==> src/rtl/palette_write_ctrl.sv <==
// palette_write_ctrl: sequences colour writes and palette clears into the palette RAM during blanking
module palette_write_ctrl #(
  parameter int NUMBER_COLORS = 4,
  parameter int ID_W = $clog2(NUMBER_COLORS),
  parameter int AW = $clog2(3*NUMBER_COLORS)
) (
  input  logic          clk,
  input  logic          reset,
  input  logic          blank,
  input  logic          req_valid,
  input  logic [ID_W-1:0] req_id,
  input  logic [9:0]    req_r,
  input  logic [9:0]    req_g,
  input  logic [9:0]    req_b,
  input  logic          clr_valid,
  output logic          req_ready,
  output logic          wr_en,
  output logic [AW-1:0] wr_addr,
  output logic [9:0]    wr_data,
  output logic          busy,
  output logic          done,
  output logic          err
);
  typedef enum logic [1:0] {IDLE, WRITE, CLEAR, FIN} state_t;
  localparam logic [31:0] NC = NUMBER_COLORS;
  localparam logic [AW-1:0] NC_A = AW'(NUMBER_COLORS);
  localparam logic [AW-1:0] LAST = AW'(3*NUMBER_COLORS-1);
  state_t r_state, w_next;
  logic [ID_W-1:0] r_id;
  logic [9:0] r_r, r_g, r_b;
  logic [1:0] r_phase;
  logic [AW-1:0] r_cnt, w_off;
  logic r_err, w_ok;
  assign w_ok = 32'(req_id) < NC;
  assign w_off = r_phase == 2'd0 ? '0 : r_phase == 2'd1 ? NC_A : NC_A << 1;
  // next state and RAM port; writes only happen in blanking and never while reset is asserted
  always_comb begin
    w_next = r_state;
    req_ready = 1'b0;
    busy = 1'b1;
    wr_en = 1'b0;
    wr_addr = '0;
    wr_data = '0;
    done = 1'b0;
    err = 1'b0;
    case (r_state)
      IDLE: begin
        req_ready = !reset;
        busy = 1'b0;
        w_next = clr_valid ? CLEAR : req_valid ? (w_ok ? WRITE : FIN) : IDLE;
      end
      WRITE: begin
        wr_en = blank && !reset;
        wr_addr = AW'(r_id) + w_off;
        wr_data = r_phase == 2'd0 ? r_r : r_phase == 2'd1 ? r_g : r_b;
        w_next = blank && r_phase == 2'd2 ? FIN : WRITE;
      end
      CLEAR: begin
        wr_en = blank && !reset;
        wr_addr = r_cnt;
        w_next = blank && r_cnt == LAST ? FIN : CLEAR;
      end
      default: begin
        done = !reset;
        err = r_err && !reset;
        w_next = IDLE;
      end
    endcase
  end
  // state, request holding registers and the phase/clear counters
  always_ff @(posedge clk) begin
    if (reset) begin
      r_state <= IDLE;
      r_id <= '0;
      r_r <= '0;
      r_g <= '0;
      r_b <= '0;
      r_phase <= '0;
      r_cnt <= '0;
      r_err <= 1'b0;
    end else begin
      r_state <= w_next;
      if (r_state == IDLE && clr_valid) r_cnt <= '0;
      if (r_state == IDLE && !clr_valid && req_valid) begin
        r_id <= req_id;
        r_r <= req_r;
        r_g <= req_g;
        r_b <= req_b;
        r_phase <= '0;
        r_err <= !w_ok;
      end
      if (r_state == WRITE && blank && r_phase != 2'd2) r_phase <= r_phase + 2'd1;
      if (r_state == CLEAR && blank && r_cnt != LAST) r_cnt <= r_cnt + 1'b1;
      if (r_state == FIN) r_err <= 1'b0;
    end
  end
endmodule
==> config.mk <==
export PLATFORM = sky130hd
export DESIGN_NAME = palette_write_ctrl
export DESIGN_NICKNAME = d
export VERILOG_FILES = /design/src/rtl/palette_write_ctrl.sv
export SDC_FILE = /design/constraint.sdc
export NUM_CORES = 1
export LEC_CHECK = 0
export ABC_AREA = 0
export CORE_UTILIZATION = 43
export DETAILED_ROUTE_END_ITERATION = 8
export PLACE_DENSITY = 0.71
export SLEW_MARGIN = 20
export SYNTH_ARGS = -nofsm -noshare
export SYNTH_HDL_FRONTEND = slang
export SYNTH_SLANG_ARGS = --single-unit
==> constraint.sdc <==
create_clock -name clk -period 1.48 [get_ports clk]
set_input_delay 0.444 -clock clk [delete_from_list [all_inputs] [get_ports clk]]
set_output_delay 0.444 -clock clk [all_outputs]
set_load 0.005 [all_outputs]
==> flow_metrics.tcl <==
set metrics [dict create \
    p_int_mw 2.07 \
    drt_pass1_iterations 7 \
    fin_cells 400 \
    synthTopCellsByArea "dfxtp_1 (39%), nand2_1 (14%), a21oi_1 (9.3%)" \
    synth-adder-area-share_pct 6.12 \
    post_drt_wl_per_cell_um 17.9 \
    worst_pin_slew_ns 0.604 \
    yosys.cell_types.count 29 \
    ys_seq_area_share_pct 39.2 \
    core_area_um2 4470 \
    synth_simple_gate_area_share_pct 26.3 \
    die_h_um 71.0 \
    initial_core_util_pct 45.7 \
    design.die.area_um2 5030 \
    clkPwrFrac_pct 31.9 \
    syn-instance-count 261 \
    antenna_found_initial 0 \
    power.static_leakage_nw 1.43 \
    yosysTopAreaCell "dfxtp_1" \
    critical_path.reg2reg.endpoint "r_state[0]" \
    wl_um 7140 \
    worstRegToRegCells 8 \
    power.sequential.fraction_pct 40.5 \
    post_synth_instance_area_um2 2040 \
    postCtsHoldBufs 0 \
    finalInstanceArea_um2 3610 \
    route.detailed.vias_per_inst 5.57 \
    fp-row-count 24 \
    layout_common_cells "nand2_1 (48), dfxtp_1 (36), clkdlybuf4s50_1 (35)" \
    setup_tns_ns -11.52 \
    io_buffer_count 54 \
    critical_path.reg2reg.startpoint "r_state[1]" \
    htree_levels 2 \
    clockRootBuffer "clkbuf_8" \
    insertion_delay_ns 0.30 \
    power_density_nw_per_um2 803 \
    via_count_of_the_first_global_routing_pass 1847 \
    switching_share_pct 28.5 \
    worstHoldPathCells 2 \
    post-place-ws_ns -0.594 \
    placement.cell_area_um2 2730 \
    route.antenna.remaining_nets 0 \
    fmax_ghz 0.484 \
    cp-start-kind "flip-flop" \
    synth_top_area_share_pct 39.2 \
    grt-ovfl-total 0 \
    drive_above_1_share_pct 46.6 \
    area_delta_synth_final_pct 76.4 \
    min_path_type "flip-flop to flip-flop" \
    post_synth_mux_area_share_pct 4.90 \
    final_nets 394 \
    share_comb_of_total_power_pct 27.6 \
    cts_tree "yes" \
    synth.yosys.warnings 0 \
    drt-initial-drc-count 145 \
    routed-via-count 2226 \
    switchingPower_uw 826 \
    crit_arrival_ns 1.62 \
    final_min_period_over_clock_period_pct 140 \
    run_status "finished, violations left" \
    gpl.final_weighted_congestion 0.800 \
    boundaryPins 56 \
    final-hold-violation-count 0 \
    globalRouteTotalUtil_pct 21.8 \
    fillCellCount 264 \
    dp_wirelength_um 3330 \
    min-delay-start "r_b[9]" \
    largest_net_degree_at_the_start_of_global_routing 41 \
    critPathKind "flip-flop to output pin" \
    relSlewSlack_pct 59.7 \
    drv_cap 0 \
    hold_path_end "r_b[9]" \
    report.final.setup_viol 54 \
    worst_setup_path_end_kind "output pin" \
    rsz0062_at_grt "yes" \
    most_common_library_cell_in_the_layout_ignoring_fill_and_taps "nand2_1" \
    holdWs_ns 0.467 \
    cts.path.max_buffers 2 \
    synth_top_family_by_area "simple AND/OR/NAND/NOR gates" \
    fin_skew_ns 0.00781 \
    highest_fanout_seen_on_the_critical_path 5 \
    synth-compound-area-share_pct 15.7 \
    clock-sinks 40 \
    report.final.slew_viol_count 0 \
    worst-r2r-setup-slack_ns -0.16 \
    cts_inserted_buffers 5 \
    avgSynthCellArea_um2 7.83 \
    yosys_register_bits 40 \
    cts.reportedPaths.clkPinSlew_ns 0.09 \
    crit_required_ns 1.04 \
    detail_route.drc_violations 2 \
    grt_first_pass_wirelength_um 8690 \
    violations "DRC, setup timing" \
    antenna_cells_inserted 0 \
    worst_slack_ns -0.587 \
    finalCriticalPeriod_ns 2.07 \
    width_of_the_die_um 71.0 \
    worst_ir_drop_vdd_mv 0.748 \
    postSynthNetCount 308 \
    synth_xor_xnor_area_share_pct 0 \
    place_inst 368 \
]
repair_timing:
action	CTS	global route
gates cloned	0	8
setup buffers	11	6
hold endpoints to repair	0	0
resized for setup	118	96
endpoints found under the setup margin	18	56
pin swaps	31	62
cells in the mapped netlist:
master,number
nand2_1,76
dfxtp_1,40
a21oi_1,38
and2_1,11
ha_1,10
mux2i_1,10
o21ai_0,10
clkbuf_1,6
nand3_1,6
buf_2,5
buf_4,5
inv_1,5
nor2b_1,5
a22oi_1,4
nor2_1,4
o211ai_1,4
clkbuf_8,3
nand3b_1,3
or3_1,3
a211oi_1,2
and3b_1,2
nand4_1,2
a31oi_1,1
and2b_2,1
buf_6,1
conb_1,1
nand2_4,1
nand2b_1,1
nand4b_1,1
area by class of cell:
type	count	area [um2]	area share, %
multi-input cells	196	1540	42.8
repair buffers	99	1040	28.9
flip-flops and latches	40	813	22.5
clock buffers	5	68.8	1.91
well taps	52	65.1	1.80
clock inverters	3	47.5	1.32
inverters	5	28.8	0.798
per-layer routing:
metal | wire length [um] | GRT usage (%)
met1 | 2980 | 30.2
met2 | 3470 | 34.4
met3 | 543 | 5.13
met4 | 152 | 5.33
met5 | 0 | 0
registers in the layout, indices dropped and copies added (netlist names):
register	cells
r_phase	2
r_cnt	4
r_b	10
r_id	2
r_state	2
r_g	10
r_r	10
worst max-delay path, stage by stage (launching register included):
cell and delay, ns:
dfxtp_2 0.35, inv_4 0.08, ha_4 0.15, buf_6 0.14, mux2i_2 0.26, o21ai_1 0.08, and2_1 0.14, buf_2 0.12
how the worst max path moves through the flow:
stage / from / end / slack [ns]
2_1_floorplan: r_phase[1] / wr_data[0] / -0.006
6_report: r_phase[1] / wr_data[8] / -0.59
5_1_grt: r_phase[1] / wr_data[6] / -0.60
4_1_cts: r_phase[1] / wr_data[0] / -0.49
3_5_place_dp: r_phase[0] / wr_data[8] / -0.59
3_3_place_gp: r_phase[0] / wr_data[5] / -0.55
through the flow:
step           power [mW]  util [%]
5_1_grt              3.01      80.6
4_1_cts              2.64      68.1
2_1_floorplan        1.42         -
3_3_place_gp         1.63      60.9
6_report             2.90      80.6
3_5_place_dp         1.63      60.9
logic make-up after synthesis:
group,after synthesis
buf+inv,25
mux,10
compound gates,59
fa+ha+maj,10
simple gates,116
other cells,1
flops,40
power groups by stage:
| stage | logic, mW | clock network [mW] | registers [mW] |
|---|---|---|---|
| after floorplan | 0.245 | 0 | 1.18 |
| after global placement | 0.440 | 0 | 1.19 |
| after detailed placement | 0.447 | 0 | 1.19 |
| after CTS | 0.554 | 0.918 | 1.16 |
| after global routing | 0.845 | 0.987 | 1.18 |
| final | 0.799 | 0.924 | 1.17 |
Note: power is estimated with default switching activity, not from simulation.
